**src/rtl/fht_pkg.sv**
```systemverilog
// Shared definitions for the FHT datapath: sizes, loader state encoding and
// the bit-reverse helper (also reused by the output unloader).
package fht_pkg;

  localparam int N_BIT  = 10;
  localparam int A_BIT  = N_BIT - 2;
  localparam int D_BIT  = 16;
  localparam int N_BANK = 4;

  typedef enum logic [1:0] {
    LOAD      = 2'd0,
    START     = 2'd1,
    WAIT_BUSY = 2'd2,
    WAIT_DONE = 2'd3
  } ld_state_e;

  function automatic logic [N_BIT-1:0] bitrev(input logic [N_BIT-1:0] k);
    logic [N_BIT-1:0] r;
    for (int i = 0; i < N_BIT; i++) r[i] = k[N_BIT-1-i];
    return r;
  endfunction

endpackage

```
**src/rtl/fht_bitrev_addr.sv**
```systemverilog
// Maps a natural-order sample index to its bit-reversed bank/address pair:
// the two low bits of the reversed index pick the bank, the rest address it.
module fht_bitrev_addr #(
  parameter int N_BIT = fht_pkg::N_BIT
) (
  input  logic [N_BIT-1:0]          idx_i,
  output logic [N_BIT-3:0]          addr_o,
  output logic [fht_pkg::N_BANK-1:0] bank_oh_o
);

  logic [N_BIT-1:0] rev;

  always_comb begin
    for (int i = 0; i < N_BIT; i++) rev[i] = idx_i[N_BIT-1-i];
  end

  assign addr_o = rev[N_BIT-1:2];

  always_comb begin
    bank_oh_o           = '0;
    bank_oh_o[rev[1:0]] = 1'b1;
  end

endmodule

```
**src/rtl/fht_input_loader.sv**
```systemverilog
// Streams N samples into the four FHT data banks in bit-reversed order, then
// kicks fht_control and blocks input until it finishes.
// Optional start-of-frame framing: define FHT_LOADER_SOF_EN.
module fht_input_loader #(
  parameter int N_BIT = fht_pkg::N_BIT,
  parameter int A_BIT = fht_pkg::A_BIT,
  parameter int D_BIT = fht_pkg::D_BIT
) (
  input  logic                        iCLK,
  input  logic                        iRESET,
  input  logic [D_BIT-1:0]            iDATA,
  input  logic                        iVALID,
  output logic                        oREADY,
  output logic [D_BIT-1:0]            oDATA_WR,
  output logic [A_BIT-1:0]            oADDR_WR,
  output logic [fht_pkg::N_BANK-1:0]  oWE,
  output logic                        oFHT_START,
  input  logic                        iFHT_RDY,
  output logic                        oBUSY
`ifdef FHT_LOADER_SOF_EN
  ,
  input  logic                        iSOF,
  output logic                        oSOF_ERR
`endif
);

  import fht_pkg::*;

  ld_state_e           state_q, state_d;
  logic [N_BIT-1:0]    k_q, k_d;
  logic [1:0]          hold_cnt_q, hold_cnt_d;
  logic                reissued_q, reissued_d;
  logic                restart_q, restart_d;
  logic [N_BANK-1:0]   we_q, we_d;
  logic [A_BIT-1:0]    addr_q, addr_d;
  logic [D_BIT-1:0]    data_q, data_d;

  logic                accept;
  logic                do_write;
  logic [N_BIT-1:0]    idx;
  logic [A_BIT-1:0]    br_addr;
  logic [N_BANK-1:0]   br_bank;

  assign accept = iVALID & (state_q == LOAD);

`ifdef FHT_LOADER_SOF_EN
  logic sof_err_q, sof_err_d;

  // SOF pins the sample to slot 0; a slot-0 sample without SOF is dropped.
  always_comb begin
    idx       = iSOF ? '0 : k_q;
    do_write  = accept & (iSOF | (k_q != '0));
    sof_err_d = accept & (iSOF ? (k_q != '0) : (k_q == '0));
  end

  always_ff @(posedge iCLK) begin
    if (iRESET) sof_err_q <= 1'b0;
    else        sof_err_q <= sof_err_d;
  end

  assign oSOF_ERR = sof_err_q;
`else
  always_comb begin
    idx      = k_q;
    do_write = accept;
  end
`endif

  fht_bitrev_addr #(.N_BIT(N_BIT)) u_bitrev (
    .idx_i     (idx),
    .addr_o    (br_addr),
    .bank_oh_o (br_bank)
  );

  always_comb begin
    state_d    = state_q;
    k_d        = k_q;
    hold_cnt_d = hold_cnt_q;
    reissued_d = reissued_q;
    restart_d  = 1'b0;
    we_d       = '0;
    addr_d     = addr_q;
    data_d     = data_q;

    if (do_write) begin
      we_d   = br_bank;
      addr_d = br_addr;
      data_d = iDATA;
    end

    case (state_q)
      LOAD: begin
        if (do_write) begin
          if (&idx) begin
            k_d     = '0;
            state_d = START;
          end else begin
            k_d = idx + 1'b1;
          end
        end
      end
      START: begin
        state_d    = WAIT_BUSY;
        hold_cnt_d = '0;
        reissued_d = 1'b0;
      end
      WAIT_BUSY: begin
        // fht_control may still show ready before it latches the start;
        // if it never drops, nudge it with one more start pulse.
        if (!iFHT_RDY) begin
          state_d = WAIT_DONE;
        end else if (!reissued_q) begin
          if (hold_cnt_q == 2'd3) begin
            restart_d  = 1'b1;
            reissued_d = 1'b1;
          end else begin
            hold_cnt_d = hold_cnt_q + 1'b1;
          end
        end
      end
      WAIT_DONE: begin
        if (iFHT_RDY) state_d = LOAD;
      end
      default: state_d = LOAD;
    endcase
  end

  always_ff @(posedge iCLK) begin
    if (iRESET) begin
      state_q    <= LOAD;
      k_q        <= '0;
      hold_cnt_q <= '0;
      reissued_q <= 1'b0;
      restart_q  <= 1'b0;
      we_q       <= '0;
      addr_q     <= '0;
      data_q     <= '0;
    end else begin
      state_q    <= state_d;
      k_q        <= k_d;
      hold_cnt_q <= hold_cnt_d;
      reissued_q <= reissued_d;
      restart_q  <= restart_d;
      we_q       <= we_d;
      addr_q     <= addr_d;
      data_q     <= data_d;
    end
  end

  assign oREADY     = (state_q == LOAD);
  assign oBUSY      = (state_q != LOAD);
  assign oFHT_START = (state_q == START) | restart_q;
  assign oWE        = we_q;
  assign oADDR_WR   = addr_q;
  assign oDATA_WR   = data_q;

endmodule
```
**config.mk**
```make
export PLATFORM = sky130hd
export DESIGN_NAME = fht_input_loader
export DESIGN_NICKNAME = d
export VERILOG_FILES = /design/src/rtl/fht_pkg.sv /design/src/rtl/fht_bitrev_addr.sv /design/src/rtl/fht_input_loader.sv
export SDC_FILE = /design/constraint.sdc
export NUM_CORES = 1
export LEC_CHECK = 0
export CAP_MARGIN = 0
export CORE_AREA = 2 2 61 78
export CTS_CLUSTER_DIAMETER = 100
export DETAILED_ROUTE_END_ITERATION = 12
export DIE_AREA = 0 0 63 80
export GPL_ROUTABILITY_DRIVEN = 0
export PLACE_DENSITY = 0.77
export SLEW_MARGIN = 0
export SYNTH_ARGS = -nofsm -noshare
export SYNTH_HDL_FRONTEND = slang
export SYNTH_SLANG_ARGS = --single-unit
export TNS_END_PERCENT = 20
```
**constraint.sdc**
```tcl
create_clock -name iCLK -period 1.5 [get_ports iCLK]
set_input_delay 0.3 -clock iCLK [delete_from_list [all_inputs] [get_ports iCLK]]
set_output_delay 0.3 -clock iCLK [all_outputs]
set_load 0.05 [all_outputs]
```
# Word-level counts from Yosys, hierarchy flattened
# Cells that the tools add are included.
[totals]
regBits = 44
inputBits = 20
output_inout_bits = 31
elab_cells = 55
[classes]
add_sub_neg = 2
magnitude_cmp = 2
eq_ne = 11
mux = 16
bitwise = 5
n_reduce_logical = 11
[ops]
columns = ["cell", "n"]
rows = [
  ["$mux W2", 7],
  ["$add A10 B1 Y10 const B", 1],
  ["$mux W10", 1],
  ["$ne A2 B2 Y1 const B", 5],
  ["$reduce_and A10 Y1", 1],
  ["$pmux W2 S4", 1],
  ["$reduce_and A4 Y1", 2],
  ["$eq A2 B2 Y1 const B", 3],
  ["$mux W1", 4],
  ["$ne A2 B1 Y1 const B", 2],
  ["$pmux W2 S2", 1],
  ["$reduce_and A2 Y1", 2],
  ["$reduce_bool A2 Y1", 2],
  ["$reduce_or A4 Y1", 1],
  ["$lt A2 B3 Y1 const B", 1],
  ["$not A1 Y1", 3],
  ["$add A2 B1 Y2 const B", 1],
  ["$demux W1 S2", 1],
  ["$eq A2 B1 Y1 const B", 1],
  ["$ge A2 B1 Y1 const B", 1],
  ["$logic_not A2 Y1", 1],
  ["$pmux W1 S2", 1],
  ["$reduce_or A2 Y1", 1],
  ["$and A1 B1 Y1", 1],
  ["other kinds (2)", 2],
]

# Longest topological paths before layout
# Gate-level depths: netlist of the first run.
[depth]
word_depth = 5
ltp_mapped = 7
depth_no_buf = 6

# Hierarchy
# A second synthesis of the first run with hierarchy kept.
[unflattened]
cells_unflattened = 217
area_unflattened_um2 = 1870.5
[modules_own_cells]
columns = ["mod", "n_inst", "cells_each", "area_per_inst_um2", "seq_area_each_um2"]
rows = [
  ["fht_input_loader", 1, 205, 1784.2, 880.8],
  ["fht_bitrev_addr", 1, 12, 86.3, 0.0],
]

# Worst setup path after synthesis of the first run
# Ideal clock, no wire load.
[synth_path]
path_kind = "register to register"
from = "register state_q[0]"
to = "register k_q[4] (netlist: idx[4])"
setup_time_ps = 70
arrival_time_ps = 1767
required_time_ps = 1430
slack_ps = -337
path_stages_with_launch = 6
n_path_buf = 0
synth_period_minus_slack_ps = 1837
cell_sequence = "dfxtp_1 > inv_1 > ha_1 > nand2_2 > or4_1 > a21oi_1"
[synth_between]
elab_chain_cells = 3
[synth_lines]
columns = ["item", "line_no", "source"]
rows = [
  ["start, declared", "fht_input_loader.sv:29", "ld_state_e state_q, state_d;"],
  ["start signal, assigned", "fht_input_loader.sv:139", "state_q <= state_d;"],
  ["$logic_not A2 Y1 (*)", "--", ""],
  ["named net oREADY", "fht_input_loader.sv:13", "output logic oREADY,"],
  ["$and A1 B1 Y1", "fht_input_loader.sv:44", "assign accept = iVALID & (state_q == LOAD);"],
  ["$reduce_and A2 Y1 (no line) (*)", "--", ""],
  ["end signal, assigned", "fht_input_loader.sv:140", "k_q <= k_d;"],
  ["end, declared", "fht_input_loader.sv:30", "logic [N_BIT-1:0] k_q, k_d;"],
]
# Mark *: on every way through the listed nets, which the timed path passes. The rest lies on a longest branch.
# A chain may end at the register's enable or synchronous reset.

# Worst setup path after layout of the first run
[layout_path]
from = "register state_q[1]"
to = "output oFHT_START"
[layout_between]
elab_chain_cells = 2
[layout_lines]
columns = ["item", "line_no", "source"]
rows = [
  ["$eq A2 B1 Y1", "fht_input_loader.sv:152", "assign oFHT_START = (state_q == START) | restart_q;"],
  ["$or A1 B1 Y1", "fht_input_loader.sv:152", ""],
  ["end, declared", "fht_input_loader.sv:17", "output logic oFHT_START,"],
]
# No other way between the ends.

==> results of run 1 <==
-- tightest hold or removal path, delay by kind of cell (launching register included) --
kind / cells / cell delay, ns
simple gates: 1 / 0.05
compound gates: 1 / 0.05
flops: 1 / 0.34
-- area by class of cell --
type / instances / area (µm²) / area share [%]
clock buffer: 6 / 72.6 / 2.50
clock inverter: 1 / 5.00 / 0.172
inverter: 4 / 20.0 / 0.690
multi-input combinational: 151 / 890 / 30.7
sequential: 44 / 887 / 30.6
tap: 58 / 72.6 / 2.50
timing repair buffer: 66 / 955 / 32.9
-- report_power, final --
part           total [mW]  internal (mW)  switching, mW
clock network       0.697          0.317          0.380
registers            1.23           1.20         0.0297
logic               0.382          0.192          0.190
-- state kept, by name (all words and copies together), names as in the netlist --
name        count
oDATA_WR       16
idx            10
oADDR_WR        8
oWE             4
hold_cnt_q      2
state_q         2
reissued_q      1
restart_q       1
-- final timing paths --
path / endpoint / slack [ns] / depth (start not counted)
setup / recovery: oFHT_START / -0.03 / 4
hold / removal: oADDR_WR[1] / 0.49 / 2
setup reg to reg: idx[4] / 0.01 / 5
hold reg to reg: oADDR_WR[1] / 0.49 / 2
-- metrics by stage --
step                cell area (µm²)  TNS (ns)  util (%)  setup WS (ns)
global placement               2710     -2.97      63.2         -0.181
CTS                            2830   -0.0660      66.0        -0.0399
detailed placement             2710     -3.80      63.2         -0.233
finish                         2900   -0.0271      67.6        -0.0271
global route                   2900    -0.219      67.6        -0.0777
floorplan                      1760         0         -        0.00121
-- logic make-up after synthesis --
kind of cell | synth area share (%)
and+or+nand+nor | 25.9
DFF | 50.5
AOI/OAI and AO/OA | 11.6
buffers and inverters | 3.44
xor gates and xnor gates | 3.01
adders and majority gates | 4.30
muxes | 1.22
-- synthesized netlist by cell type, drive strengths merged --
cell type	instances	area [µm²]
and4b	1	10.0
a21oi	30	150
o21ai	1	5.00
xor2	2	17.5
buf	4	18.8
nor3	11	60.1
or2	1	6.26
nand3	3	15.0
nor2b	1	6.26
clkbuf	7	26.3
a211oi	1	7.51
or3	1	6.26
nand2b	3	18.8
ha	6	75.1
nand3b	1	7.51
and2	1	6.26
a31oi	1	6.26
mux2	1	11.3
nand2	59	224
a41oi	1	8.76
nor4b	2	17.5
or4	1	7.51
xnor2	4	35.0
dfxtp	44	881
a2bb2oi	1	8.76
nand4	3	18.8
nor2	11	41.3
inv	4	15.0
mux2i	1	10.0
nor4	1	6.26
a311oi	1	8.76
a21o	1	7.51
-- metal layers --
metal  wire (µm)  track usage [%]
met5           0                0
met4          98             8.67
met3         173             4.94
met2        2280             33.4
met1        1670             17.1
-- repair_timing --
item                                    in CTS  in global routing
hold endpoints to repair                     0                  0
hold buffers                                 0                  0
setup buffers                                1                  1
cloned                                       0                  0
resized for setup                           10                 16
endpoints found under the setup margin       4                 18
pin swaps                                    1                  3
==> impl_results.html, run 1 <==
<table>
<tr><th>Metric</th><th>Value</th></tr>
<tr><th colspan="2">CTS</th></tr>
<tr><td>Total CTS buffers</td><td>5</td></tr>
<tr><td>TritonCTS clock tree</td><td>done</td></tr>
<tr><td>Register clock-pin slew on the reported worst setup and hold paths</td><td>0.08 ns</td></tr>
<tr><td>Bufs on Longest Clock Path</td><td>2</td></tr>
<tr><td>H-Tree Level Count</td><td>2</td></tr>
<tr><td>Clock tree root buffer cell</td><td>sky130_fd_sc_hd__clkbuf_8</td></tr>
<tr><td>Later-pin clock latency in the skew report</td><td>0.30 ns</td></tr>
<tr><td>Clock net sink count</td><td>44</td></tr>
<tr><th colspan="2">Floorplanning</th></tr>
<tr><td>Die area</td><td>5040 µm²</td></tr>
<tr><td>Ports placed on the boundary</td><td>51</td></tr>
<tr><td>Area of the placeable core</td><td>4290 µm²</td></tr>
<tr><td>X dimension of the die</td><td>63 µm</td></tr>
<tr><td>Initial Util</td><td>40.7%</td></tr>
<tr><td>Number of rows in the core area</td><td>27</td></tr>
<tr><td>Die span in y</td><td>80 µm</td></tr>
<tr><th colspan="2">Setup path</th></tr>
<tr><td>CP peak stage delay</td><td>0.36 ns</td></tr>
<tr><td>Top delay family on crit path</td><td>flip-flops</td></tr>
<tr><td>Reg2reg start</td><td>state_q[0]</td></tr>
<tr><td>Largest fanout on the critical path</td><td>2</td></tr>
<tr><td>Critical path launch point</td><td>state_q[1]</td></tr>
<tr><td>Endpoint type of the worst setup path</td><td>primary output</td></tr>
<tr><td>Data required time at the worst endpoint</td><td>1.20 ns</td></tr>
<tr><td>Critical Path AT</td><td>1.23 ns</td></tr>
<tr><td>Setup Crit Path Kind</td><td>reg -&gt; out</td></tr>
<tr><td>Cell-by-cell listing of the critical path</td><td>inv_4 &gt; ha_4 &gt; or2_4 &gt; buf_8</td></tr>
<tr><td>Critical path's slowest cell</td><td>sky130_fd_sc_hd__dfxtp_2</td></tr>
<tr><td>Kind of start point of the critical path</td><td>register</td></tr>
<tr><td>Worst path buffer plus inverter count</td><td>2</td></tr>
<tr><th colspan="2">Hold path</th></tr>
<tr><td>Origin of the worst min-delay path</td><td>idx[6]</td></tr>
<tr><td>Worst hold-check path type</td><td>reg -&gt; reg</td></tr>
<tr><th colspan="2">Route</th></tr>
<tr><td>DRC violation count after routing</td><td>0</td></tr>
<tr><td>Routed length per instance</td><td>12.8 µm</td></tr>
<tr><td>Total via count after detailed routing</td><td>1643</td></tr>
<tr><td>Routed WL</td><td>4220 µm</td></tr>
<tr><td>First-pass detailed-route iteration total</td><td>4</td></tr>
<tr><td>Initial detailed-routing violation count</td><td>53</td></tr>
<tr><td>Average via count per standard cell</td><td>4.98</td></tr>
<tr><td>Remaining antenna violation count</td><td>0</td></tr>
<tr><th colspan="2">Placed design</th></tr>
<tr><td>Instance count after placement with tap cells included</td><td>321</td></tr>
<tr><td>Half-perimeter wire length after detailed placement</td><td>3060 µm</td></tr>
<tr><td>Quantity of I/O buffers inserted on ports</td><td>50</td></tr>
<tr><th colspan="2">STA</th></tr>
<tr><td>Final Critical Period</td><td>1.53 ns</td></tr>
<tr><td>Worst slew margin relative to its limit</td><td>82.0%</td></tr>
<tr><td>Slew Viols, Final</td><td>0</td></tr>
<tr><td>Slew at the pin with the worst max-slew slack</td><td>0.266 ns</td></tr>
<tr><td>Final period utilization</td><td>102%</td></tr>
<tr><td>Minimum hold slack</td><td>0.486 ns</td></tr>
<tr><td>Final-report setup violation count</td><td>1</td></tr>
<tr><td>Skew final</td><td>0.00876 ns</td></tr>
<tr><td>Max Fclk</td><td>655 MHz</td></tr>
<tr><td>Setup repair after global routing missed its margin</td><td>yes</td></tr>
<tr><td>Hold violation total from the final report</td><td>0</td></tr>
<tr><td>Post-layout worst setup margin</td><td>-0.0271 ns</td></tr>
<tr><th colspan="2">Synth</th></tr>
<tr><td>Unique masters post-synth</td><td>35</td></tr>
<tr><td>Syn_area_per_cell</td><td>8.31 µm²</td></tr>
<tr><td>Portion of the post-synthesis area used by sequential elements</td><td>50.5%</td></tr>
<tr><td>Count of synthesis-stage warnings from yosys</td><td>0</td></tr>
<tr><td>Instance count of the mapped netlist</td><td>210</td></tr>
<tr><td>Post-synthesis net count</td><td>236</td></tr>
<tr><td>Post-synth design cell area</td><td>1740 µm²</td></tr>
<tr><td>Register bit count reported by yosys</td><td>44</td></tr>
<tr><th colspan="2">Cells and area</th></tr>
<tr><td>Number of filler cells placed in the layout</td><td>323</td></tr>
<tr><td>Count of inserted antenna diode cells</td><td>0</td></tr>
<tr><td>Fraction of layout instances using a drive strength above 1</td><td>26.5%</td></tr>
<tr><td>Commonest cells after routing, fill and taps aside</td><td>sky130_fd_sc_hd__nand2_1 (57), sky130_fd_sc_hd__dfxtp_1 (41), sky130_fd_sc_hd__buf_12 (32)</td></tr>
<tr><td>P&amp;R area growth vs syn</td><td>66.4%</td></tr>
<tr><td>Non-filler cells, final</td><td>330</td></tr>
<tr><td>Commonest non-fill, non-tap cell in the layout</td><td>sky130_fd_sc_hd__nand2_1</td></tr>
<tr><td>Layout net count</td><td>298</td></tr>
<tr><th colspan="2">Global routing</th></tr>
<tr><td>GRT Overall Usage</td><td>17.5%</td></tr>
<tr><td>First-pass GRT wire length</td><td>6910 µm</td></tr>
<tr><td>Remaining global-route overflow</td><td>0</td></tr>
<tr><td>Via count of the first global-routing pass</td><td>1568</td></tr>
<tr><td>Initial antenna violation count</td><td>0</td></tr>
<tr><td>Maximum number of pins on one net before global-route repair</td><td>32</td></tr>
<tr><th colspan="2">Power and ir drop</th></tr>
<tr><td>Worst voltage drop across the vdd grid</td><td>736 µV</td></tr>
<tr><td>Total power</td><td>2.30 mW</td></tr>
<tr><td>Areal power density over the cells</td><td>794 nW/µm²</td></tr>
<tr><td>Leakage dissipation</td><td>1.12 nW</td></tr>
<tr><th colspan="2">Run</th></tr>
<tr><td>Max Cap Violations</td><td>0</td></tr>
<tr><th colspan="2">Status</th></tr>
<tr><td>Failing checks</td><td>negative setup slack</td></tr>
<tr><td>Status</td><td>complete, but fails checks</td></tr>
</table>
No activity file was read; power rests on OpenSTA's default activity.
==> inputs of run 2 (changes only) <==
Settings changed: CELL_PAD_IN_SITES_DETAIL_PLACEMENT set to 1, CELL_PAD_IN_SITES_GLOBAL_PLACEMENT set to 2, CORE_AREA 2 2 61 78 to 2 2 80 101, DIE_AREA 0 0 63 80 to 0 0 82 103.
==> impl_results.html, run 2 (synthesized netlist as in run 1, its figures left out) <==
<table>
<tr><th>Metric</th><th>Value</th></tr>
<tr><th colspan="2">Setup path</th></tr>
<tr><td>Worst path buffer plus inverter count</td><td>2</td></tr>
<tr><td>Critical Path AT</td><td>1.24 ns</td></tr>
<tr><td>Register-to-Register Setup Slack</td><td>-0.04 ns</td></tr>
<tr><td>Critical R2R Capture</td><td>idx[7]</td></tr>
<tr><td>Largest fanout on the critical path</td><td>4</td></tr>
<tr><td>Kind of start point of the critical path</td><td>register</td></tr>
<tr><td>CP peak stage delay</td><td>0.36 ns</td></tr>
<tr><td>Cell-by-cell listing of the critical path</td><td>inv_2 &gt; ha_4 &gt; or2_4 &gt; buf_8</td></tr>
<tr><td>Critical path's slowest cell</td><td>sky130_fd_sc_hd__dfxtp_2</td></tr>
<tr><td>Setup Crit Path Kind</td><td>reg -&gt; out</td></tr>
<tr><td>Top delay family on crit path</td><td>flip-flops</td></tr>
<tr><td>Data required time at the worst endpoint</td><td>1.20 ns</td></tr>
<tr><td>Worst-case reg-to-reg path depth</td><td>7</td></tr>
<tr><td>Endpoint type of the worst setup path</td><td>primary output</td></tr>
<tr><td>Reg2reg start</td><td>state_q[1]</td></tr>
<tr><th colspan="2">Placed design</th></tr>
<tr><td>Half-perimeter wire length after detailed placement</td><td>3620 µm</td></tr>
<tr><td>Quantity of I/O buffers inserted on ports</td><td>50</td></tr>
<tr><td>Placement-stage cell area</td><td>2830 µm²</td></tr>
<tr><th colspan="2">Run</th></tr>
<tr><td>Max Cap Violations</td><td>0</td></tr>
<tr><th colspan="2">Route</th></tr>
<tr><td>Initial detailed-routing violation count</td><td>44</td></tr>
<tr><td>Metal1 wirelength</td><td>2010 µm</td></tr>
<tr><td>Total via count after detailed routing</td><td>1710</td></tr>
<tr><td>Met2 routed wirelength</td><td>2660 µm</td></tr>
<tr><td>Remaining antenna violation count</td><td>0</td></tr>
<tr><td>Routed length per instance</td><td>13.1 µm</td></tr>
<tr><td>Amount of wire on met3 after detailed routing</td><td>197 µm</td></tr>
<tr><td>First-pass detailed-route iteration total</td><td>3</td></tr>
<tr><td>Routed WL</td><td>4930 µm</td></tr>
<tr><td>DRC violation count after routing</td><td>0</td></tr>
<tr><td>Average via count per standard cell</td><td>4.55</td></tr>
<tr><td>DR top layer</td><td>met4</td></tr>
<tr><th colspan="2">Floorplanning</th></tr>
<tr><td>Ports placed on the boundary</td><td>51</td></tr>
<tr><td>X dimension of the die</td><td>82 µm</td></tr>
<tr><td>Number of rows in the core area</td><td>36</td></tr>
<tr><td>Initial Util</td><td>23.0%</td></tr>
<tr><td>Area of the placeable core</td><td>7570 µm²</td></tr>
<tr><td>Die span in y</td><td>103 µm</td></tr>
<tr><td>Die area</td><td>8450 µm²</td></tr>
<tr><th colspan="2">Power and ir drop</th></tr>
<tr><td>Internal power consumption</td><td>1.99 mW</td></tr>
<tr><td>Switching power of the nets</td><td>0.633 mW</td></tr>
<tr><td>Combinational group share of total power</td><td>15.2%</td></tr>
<tr><td>Switching part of the total power</td><td>24.2%</td></tr>
<tr><td>Register share of total power</td><td>46.9%</td></tr>
<tr><td>Worst voltage drop across the vdd grid</td><td>375 µV</td></tr>
<tr><td>Areal power density over the cells</td><td>857 nW/µm²</td></tr>
<tr><td>Clk pwr share</td><td>37.8%</td></tr>
<tr><td>Leakage dissipation</td><td>1.18 nW</td></tr>
<tr><th colspan="2">Cells and area</th></tr>
<tr><td>Number of filler cells placed in the layout</td><td>857</td></tr>
<tr><td>Layout net count</td><td>306</td></tr>
<tr><td>Count of inserted antenna diode cells</td><td>0</td></tr>
<tr><td>Fraction of layout instances using a drive strength above 1</td><td>29.9%</td></tr>
<tr><td>P&amp;R area growth vs syn</td><td>75.2%</td></tr>
<tr><td>Post-route standard cell area excluding fillers</td><td>3060 µm²</td></tr>
<tr><td>Flip-flop and latch area</td><td>883 µm²</td></tr>
<tr><td>Largest register FFs</td><td>16</td></tr>
<tr><td>Commonest cells after routing, fill and taps aside</td><td>sky130_fd_sc_hd__nand2_1 (58), sky130_fd_sc_hd__dfxtp_1 (42), sky130_fd_sc_hd__buf_12 (32)</td></tr>
<tr><td>Area of the multi-input gates</td><td>890 µm²</td></tr>
<tr><td>Commonest non-fill, non-tap cell in the layout</td><td>sky130_fd_sc_hd__nand2_1</td></tr>
<tr><th colspan="2">Global routing</th></tr>
<tr><td>Remaining global-route overflow</td><td>0</td></tr>
<tr><td>Maximum number of pins on one net before global-route repair</td><td>24</td></tr>
<tr><td>GRT Overall Usage</td><td>12.9%</td></tr>
<tr><td>Initial antenna violation count</td><td>0</td></tr>
<tr><td>Via count of the first global-routing pass</td><td>1861</td></tr>
<tr><td>First-pass GRT wire length</td><td>8460 µm</td></tr>
<tr><th colspan="2">STA</th></tr>
<tr><td>Max Fclk</td><td>648 MHz</td></tr>
<tr><td>Setup repair after global routing missed its margin</td><td>yes</td></tr>
<tr><td>Minimum hold slack</td><td>0.485 ns</td></tr>
<tr><td>Slew at the pin with the worst max-slew slack</td><td>0.286 ns</td></tr>
<tr><td>Skew final</td><td>0.00802 ns</td></tr>
<tr><td>Final period utilization</td><td>103%</td></tr>
<tr><td>Post-layout worst setup margin</td><td>-0.0442 ns</td></tr>
<tr><td>Hold violation total from the final report</td><td>0</td></tr>
<tr><td>Final Critical Period</td><td>1.54 ns</td></tr>
<tr><td>Worst slew margin relative to its limit</td><td>80.8%</td></tr>
<tr><td>Final-report setup violation count</td><td>5</td></tr>
<tr><td>Slew Viols, Final</td><td>0</td></tr>
<tr><th colspan="2">Hold path</th></tr>
<tr><td>Worst hold-check path type</td><td>reg -&gt; reg</td></tr>
<tr><td>Origin of the worst min-delay path</td><td>reissued_q</td></tr>
<tr><td>Hold depth</td><td>1</td></tr>
<tr><td>Hold-critical path endpoint</td><td>restart_q</td></tr>
<tr><th colspan="2">Status</th></tr>
<tr><td>Status</td><td>complete, but fails checks</td></tr>
<tr><td>Failing checks</td><td>negative setup slack</td></tr>
<tr><th colspan="2">CTS</th></tr>
<tr><td>Clock tree root buffer cell</td><td>sky130_fd_sc_hd__clkbuf_8</td></tr>
<tr><td>Bufs on Longest Clock Path</td><td>2</td></tr>
<tr><td>Register clock-pin slew on the reported worst setup and hold paths</td><td>0.08 ns</td></tr>
<tr><td>TritonCTS clock tree</td><td>done</td></tr>
<tr><td>Clock net sink count</td><td>44</td></tr>
<tr><td>Later-pin clock latency in the skew report</td><td>0.30 ns</td></tr>
<tr><td>CTS Hold Bufs</td><td>0</td></tr>
<tr><td>Total CTS buffers</td><td>5</td></tr>
<tr><td>H-Tree Level Count</td><td>2</td></tr>
</table>
[run 2: cell types whose count changed in the layout (fill, tap and decap cells not counted), sizes merged]
cell / before / now
clkinv: 1 / 0
bufinv: 0 / 1
clkbuf: 6 / 7
buf: 47 / 55
[run 2: stage by stage]
stage	worst slack, ns	instances	setup TNS [ns]	total power [mW]	util, %
after floorplan	0.00121	210	0	1.41	-
after global placement	-0.207	367	-5.97	1.65	37.4
after detailed placement	-0.203	367	-6.50	1.65	37.4
after CTS	-0.0534	376	-0.114	2.66	39.6
after global routing	-0.101	376	-0.995	2.74	40.4
final	-0.0442	376	-0.111	2.62	40.4
[run 2: per-layer routing]
| layer | track usage, % | vias to the layer above |
|---|---|---|
| met2 | 24.3 | 34 |
| met5 | 0 | - |
| met4 | 4.23 | 0 |
| met3 | 3.06 | 6 |
| met1 | 13.9 | 831 |
| li1 | - | 839 |
[run 2: power groups by stage]
| stage | combinational (mW) | clock (mW) | sequential [mW] |
|---|---|---|---|
| floorplan | 0.0774 | 0 | 1.34 |
| detailed placement | 0.397 | 0 | 1.26 |
| global route | 0.427 | 1.08 | 1.23 |
| finish | 0.399 | 0.991 | 1.23 |
| global placement | 0.391 | 0 | 1.26 |
| CTS | 0.398 | 1.03 | 1.23 |
[run 2: worst max path at each step]
| stage | cells past startpoint | slack, ns | to | startpoint |
|---|---|---|---|---|
| floorplan | 5 | 0.001 | idx[4] | state_q[1] |
| global placement | 5 | -0.21 | oADDR_WR[0] | iVALID |
| detailed placement | 5 | -0.20 | oDATA_WR[8] | iVALID |
| CTS | 4 | -0.05 | oFHT_START | state_q[1] |
| global route | 7 | -0.10 | idx[9] | state_q[1] |
| finish | 4 | -0.04 | oFHT_START | state_q[1] |
[run 2: area by class of cell]
class	count	area share [%]
repair buffers	74	33.5
multi-input cells	151	29.1
flip-flops and latches	44	28.9
well taps	95	3.89
clock buffers	7	3.15
clock inverters	1	0.983
inverters	4	0.491
[run 2: what timing repair did]
item	CTS	global route
pin swaps	1	4
resized for setup	12	14
endpoints found under the setup margin	5	27
setup buffers	1	0
